`config.mk`:
```
export PLATFORM = sky130hd
export DESIGN_NAME = fb_uart_readback
export DESIGN_NICKNAME = d
export VERILOG_FILES = /design/src/rtl/fb_uart_readback.sv
export SDC_FILE = /design/constraint.sdc
export NUM_CORES = 1
export LEC_CHECK = 0
export BUFFER_PORTS_ARGS = -buffer_cell sky130_fd_sc_hd__clkbuf_2
export CAP_MARGIN = 30
export CORE_UTILIZATION = 55
export DETAILED_ROUTE_END_ITERATION = 16
export GPL_TIMING_DRIVEN = 0
export PLACE_DENSITY = 0.78
export SLEW_MARGIN = 25
export SYNTH_ARGS = -nofsm -noshare
export SYNTH_HDL_FRONTEND = slang
export SYNTH_SLANG_ARGS = --single-unit
```
`constraint.sdc`:
```
create_clock -name clk_o0 -period 2.7 [get_ports clk_o0]
set_input_delay 0.135 -clock clk_o0 [delete_from_list [all_inputs] [get_ports clk_o0]]
set_output_delay 0.135 -clock clk_o0 [all_outputs]
set_load 0.05 [all_outputs]
```
`src/rtl/fb_uart_readback.sv`:
```
// Frame-buffer readback transmitter: streams HDR, a RAM byte range and its
// 8-bit checksum out of uart_tx as back-to-back 8N1 frames.
module fb_uart_readback #(
  parameter int unsigned BAUD_DIV = 208,
  parameter int unsigned ADDR_W   = 20,
  parameter logic [7:0]  HDR      = 8'hA5
) (
  input  logic              clk_o0,
  input  logic              reset_n,
  input  logic              start,
  input  logic [ADDR_W-1:0] start_addr,
  input  logic [ADDR_W-1:0] len,
  output logic              rd_en,
  output logic [ADDR_W-1:0] rd_addr,
  input  logic [7:0]        rd_data,
  output logic              uart_tx,
  output logic              busy,
  output logic              done
);

  typedef enum logic [1:0] {
    ST_IDLE,
    ST_SHIFT,
    ST_DONE
  } state_t;

  localparam logic [11:0] BAUD_LAST = 12'(BAUD_DIV - 1);
  localparam logic [3:0]  BIT_START = 4'd0;
  localparam logic [3:0]  BIT_D0    = 4'd1;
  localparam logic [3:0]  BIT_STOP  = 4'd9;

  state_t            state;
  state_t            state_nxt;

  logic [11:0]       baud_cnt;
  logic [3:0]        bit_idx;
  logic [7:0]        shreg;
  logic [7:0]        pref_buf;
  logic [7:0]        sum;
  logic [ADDR_W-1:0] addr;
  logic [ADDR_W-1:0] remaining;
  logic              rd_pend;
  logic              csum_sent;

  logic              accept;
  logic              baud_wrap;
  logic              frame_end;
  logic              rd_fire;

  always_comb begin
    accept    = (state == ST_IDLE) && start;
    baud_wrap = (baud_cnt == BAUD_LAST);
    frame_end = (state == ST_SHIFT) && baud_wrap && (bit_idx == BIT_STOP);
    // Prefetch the next payload byte at the first cycle of d0 of every frame
    // while bytes remain; the frame's remaining 8+ bit times hide the latency.
    rd_fire   = (state == ST_SHIFT) && (bit_idx == BIT_D0) &&
                (baud_cnt == '0) && (remaining != '0);
  end

  always_ff @(posedge clk_o0 or negedge reset_n) begin
    if (!reset_n) begin
      state <= ST_IDLE;
    end else begin
      state <= state_nxt;
    end
  end

  always_comb begin
    state_nxt = state;
    case (state)
      ST_IDLE:  if (start) state_nxt = ST_SHIFT;
      ST_SHIFT: if (frame_end && (remaining == '0) && csum_sent) state_nxt = ST_DONE;
      ST_DONE:  state_nxt = ST_IDLE;
      default:  state_nxt = ST_IDLE;
    endcase
  end

  always_comb begin
    busy    = (state == ST_SHIFT);
    done    = (state == ST_DONE);
    rd_en   = rd_fire;
    rd_addr = addr;
    uart_tx = 1'b1;
    if (state == ST_SHIFT) begin
      if (bit_idx == BIT_START) begin
        uart_tx = 1'b0;
      end else if (bit_idx == BIT_STOP) begin
        uart_tx = 1'b1;
      end else begin
        uart_tx = shreg[0];
      end
    end
  end

  always_ff @(posedge clk_o0 or negedge reset_n) begin
    if (!reset_n) begin
      baud_cnt  <= '0;
      bit_idx   <= '0;
      shreg     <= '0;
      pref_buf  <= '0;
      sum       <= '0;
      addr      <= '0;
      remaining <= '0;
      rd_pend   <= 1'b0;
      csum_sent <= 1'b0;
    end else begin
      rd_pend <= rd_fire;
      if (rd_fire) begin
        addr <= addr + ADDR_W'(1);
      end
      if (rd_pend) begin
        pref_buf <= rd_data;
        sum      <= sum + rd_data;
      end

      if (accept) begin
        addr      <= start_addr;
        remaining <= len;
        sum       <= '0;
        shreg     <= HDR;
        csum_sent <= 1'b0;
        baud_cnt  <= '0;
        bit_idx   <= '0;
      end else if (state == ST_SHIFT) begin
        if (baud_wrap) begin
          baud_cnt <= '0;
          if (bit_idx == BIT_STOP) begin
            bit_idx <= '0;
            if (remaining != '0) begin
              shreg     <= pref_buf;
              remaining <= remaining - ADDR_W'(1);
            end else if (!csum_sent) begin
              shreg     <= sum;
              csum_sent <= 1'b1;
            end
          end else begin
            bit_idx <= bit_idx + 4'd1;
            if (bit_idx != BIT_START) begin
              shreg <= {1'b0, shreg[7:1]};
            end
          end
        end else begin
          baud_cnt <= baud_cnt + 12'd1;
        end
      end
    end
  end

endmodule

```
==> Yosys cells after proc, flatten, opt, wreduce, memory -nomap -nowiden <==
Cells that the tools add are included.
{ "totals": {"register_bits": 84, "in_bits": 51, "out_inout_bits": 24, "word_cells": 84} }
{ "classes": {"n_addsub": 5, "eq_ne": 9, "n_mux": 34, "reduce_logical": 26} }
{ "ops": {"columns": ["cell", "count"], "rows": [
  ["20-bit two-way mux", 7],
  ["8-bit two-way mux", 9],
  ["12-bit two-way mux", 3],
  ["20-bit by 1-bit adder with 20-bit output (second input constant)", 1],
  ["20-bit logical NOT", 1],
  ["20-bit nonzero test", 1],
  ["20-bit by 1-bit subtractor with 20-bit output (second input constant)", 1],
  ["4-bit two-way mux", 4],
  ["12-bit by 1-bit adder with 12-bit output (second input constant)", 1],
  ["12-bit by 8-bit == test with 1-bit output (second input constant)", 1],
  ["12-bit logical NOT", 1],
  ["4-bit AND reduction", 3],
  ["2-bit nonzero test", 6],
  ["8-bit adder", 1],
  ["1-bit logical AND", 8],
  ["1-bit two-way mux", 8],
  ["4-bit by 1-bit adder with 4-bit output (second input constant)", 1],
  ["4-bit by 1-bit == test with 1-bit output (second input constant)", 1],
  ["4-bit == test (second input constant)", 1],
  ["4-bit logical NOT", 1],
  ["2-bit two-way mux", 2],
  ["2-bit inequality test (second input constant)", 2],
  ["4-bit inequality test (second input constant)", 1],
  ["2-bit one-hot mux with 2 select lines", 1],
  ["7 further kinds", 8]
]} }

==> Depth between registers and ports, before layout <==
{ "depth": {"word_depth": 7, "depth_mapped": 9, "mapped_depth_nobuf": 9} }

==> Least setup slack after synthesis <==
Ideal clock, no wire load.
{ "synth_path": {"kind": "register to output", "start": "register bit_idx[1]", "end": "output uart_tx", "t_arrival_ps": 1983, "required_ps": 2565, "setup_slack_ps": 582, "path_stages_with_launch": 8, "path_buffers": 2, "cell_sequence": "dfrtp_1 inv_1 ha_1 and3b_1 clkbuf_1 clkbuf_1 o21ai_0 nand2_1"} }
{ "synth_between": {"elab_chain_cells": 4, "word_cells_on_any_way": 5, "classes_between": "eq/ne (1); mux (3); reduce/logical (1)"} }
{ "synth_lines": {"columns": ["element", "line", "source"], "rows": [
  ["start, declared", "36", "logic [3:0] bit_idx;"],
  ["start signal, assigned", "137", "bit_idx <= bit_idx + 4'd1;"],
  ["4-bit == test", "87", "end else if (bit_idx == BIT_STOP) begin"],
  ["1-bit two-way mux", "87", null],
  ["1-bit two-way mux *", "85", "if (bit_idx == BIT_START) begin"],
  ["1-bit two-way mux *", "84", "if (state == ST_SHIFT) begin"],
  ["end, declared", "16", "output logic uart_tx,"]
]} }
Every way passes the cells marked *; elsewhere a longest branch is shown, timed or not.

==> Worst setup path after layout <==
Same ends and word-level chain as after synthesis.

==> metrics <==
failing checks DRC; Setup TNS Final 0 ns; drt total wl 12460 um; worst r2r src baud_cnt[0]; Avg Vias per Cell 5.800; port bufs 74; Setup Viol. Count Final 0; fin nets 717; Final WS setup 0.1490 ns; worst-margin pin slew 0.6765 ns; Detailed Routing Iterations Pass 1 11; total congestion overflow 0; Slew Limit Fails 0; Lkg Pwr 2.629 nW; status finished, violations left; clock root cell clkbuf_8; die area 0.009585 sq mm; CP Launch Point bit_idx[1]; core box area 0.008806 sq mm; DP Area 0.005573 sq mm; CP Data Arrival Time 2.42 ns; Initial Utilization 57.45%; P_int 0.001856 W; clock-pin slew on the worst setup and hold paths 0.09 ns; Ys Warns 0; first-pass GRT wire length 21220 um; fmax 392.0 MHz; Die Width 97.91 um; row count 34; Async SR Flop Fraction 100.0%; Sequential Power Share 52.0%; CP max FO 10; Hold/Removal Path Class primary input to register; WHS 0.007975 ns; fin crit share 94.48%; Slew headroom 54.90%; clock share of power 42.7%; antenna violations before repair 0; Peak VDD IR 0.0002413 V; DRC Markers 7; Design Area, Final 0.006152 sq mm; Vert. Die Dim 97.91 um; P_sw 0.0005605 W; IO Pins 75; largest net degree at the start of global routing 85; Syn Nets 597; Unique masters post-synth 68; skew final 0.01613 ns; Clock Path Buffers 2; RSZ-0062 raised after global routing false; min-delay src len[1]; n_diodes 0; P&R area growth vs syn 21.62%; Final HPWL DP 8595 um; Avg WL per Cell 16.30 um; share of post-route cells with drive strength above 1 21.95%; Post-Syn Area 0.005059 sq mm; Avg Cell Area, Syn 9.527 sq um; Clock Sink Count 84; Post-CTS Setup Bufs 0; Switching Share 23.20%; Post-Synthesis Cells 531; sequential cell area fraction in the yosys report 41.55%; vias in the first global route 4444; CTS tree built; CTS Buf Count 9; EDFF count, synth 0; Power Density 392.8 mW/mm^2; maximum capacitance violations 0; Worst Path Class, Setup register to primary output; pre-CTS setup slack 0.1787 ns; Tmin final 2.551 ns; Final GP Congestion 0.8639; Vias 4431; WP data required 2.57 ns; H-tree Lvls 3; antenna viol nets, final 0; Synth Register Bits 84; Initial DRC Count 224; Layout Utilization 69.86%; final hold vios 0; Skew-Pair Late Insertion Delay 0.37 ns; top flip-flop cell by instance count after synthesis dfrtp_1; GRT Util Overall 27.68%; combinational fraction of design power 5.3%; CP Launch Type register; endpoint class of the critical path primary output
==> sequential cells by signal, summed over array words and instances, names as in the netlist <==
| register | flops |
|---|---|
| baud_cnt | 12 |
| bit_idx | 4 |
| csum_sent | 1 |
| pref_buf | 8 |
| rd_addr | 20 |
| rd_pend | 1 |
| remaining | 20 |
| shreg | 8 |
| state | 2 |
| sum | 8 |
==> stage by stage <==
step / instances / total power (W)
floorplan: 531 / 0.001302
global placement: 713 / 0.001368
detailed placement: 713 / 0.001372
CTS: 764 / 0.002424
global route: 764 / 0.002489
finish: 764 / 0.002416
==> routing by layer <==
layer  vias up  part of all wire [%]  track usage, %
met3        17                   4.4           4.366
li1       2115                     -               -
met5         -                     0               0
met4         0                   1.6           8.974
met1      2183                    44           35.85
met2       116                    50           47.51
==> critical path, cell delays in order (launching register included) <==
cell and delay, ns:
dfrtp_1 0.44, inv_1 0.10, ha_1 0.15, and3b_1 0.34, clkbuf_4 0.29, clkbuf_2 0.27
o21ai_0 0.10, nand2_1 0.09, clkbuf_2 0.27
==> repair_timing <==
action,in CTS,in global routing
gates resized for setup,2,2
setup endpoints to repair,1,1
hold buffers,35,0
endpoints found under the hold margin,118,0
==> cells in the mapped netlist, drive strengths merged (12+ instances only) <==
master | instances | area (sq um)
dfrtp | 84 | 2102
nand2 | 63 | 236.5
o21ai | 50 | 261.5
nor2 | 43 | 163.9
xnor2 | 36 | 315.3
inv | 26 | 97.59
nor3 | 24 | 157.7
nor4 | 18 | 192.7
a21oi | 16 | 83.83
nand3 | 15 | 87.59
ha | 14 | 175.2
mux2 | 14 | 168.9
mux2i | 14 | 140.1
clkbuf | 13 | 51.30
buf | 12 | 77.57
==> cells by family after synthesis <==
logic type | Yosys count | share of synthesized area (%)
muxes | 28 | 6.109
xor gates and xnor gates | 41 | 7.099
buffers and inverters | 51 | 4.477
AOI/OAI and AO/OA | 96 | 12.39
DFF | 84 | 41.55
and+or+nand+nor | 216 | 24.51
adders and majority gates | 15 | 3.859
==> power groups by stage <==
stage	combinational (W)	clock (W)	sequential [W]
global route	0.000143	0.00109	0.00126
detailed placement	0.0000897	0	0.00128
finish	0.000128	0.00103	0.00126
global placement	0.0000855	0	0.00128
CTS	0.000130	0.00104	0.00126
floorplan	0.0000198	0	0.00128
==> final timing paths <==
check,endpoint,slack [ns],cells past startpoint
max,uart_tx,0.15,8
min,remaining[1],0.008,2
max reg2reg,shreg[6],0.34,9
min reg2reg,csum_sent,0.52,1
max in group asynchronous,pref_buf[5],1.85,2
min in group asynchronous,baud_cnt[10],0.36,2
==> placed cells by master (no fill, tap or decap), types with 9 or more instances in the layout <==
| cell | count |
|---|---|
| nor2_1 | 42 |
| inv_1 | 26 |
| o21ai_0 | 38 |
| clkbuf_8 | 10 |
| nand3_1 | 14 |
| a21oi_1 | 15 |
| nor3_1 | 19 |
| ha_1 | 14 |
| clkbuf_2 | 76 |
| dlygate4sd3_1 | 35 |
| o21ai_1 | 11 |
| dfrtp_1 | 84 |
| nand2_1 | 63 |
| mux2i_1 | 14 |
| xnor2_1 | 36 |
| mux2_2 | 10 |
| clkbuf_1 | 9 |
| nand4_1 | 9 |
==> final cells by class <==
type | count | area [sq um]
plain buffers | 25 | 133.9
clock buffers | 9 | 123.9
clock inverters | 7 | 100.1
fillers | 674 | 2654
inverters | 26 | 97.59
multi-input cells | 396 | 2730
flip-flops and latches | 84 | 2102
well taps | 108 | 135.1
repair buffers | 109 | 729.5
Power figures use the tool's default switching activity.
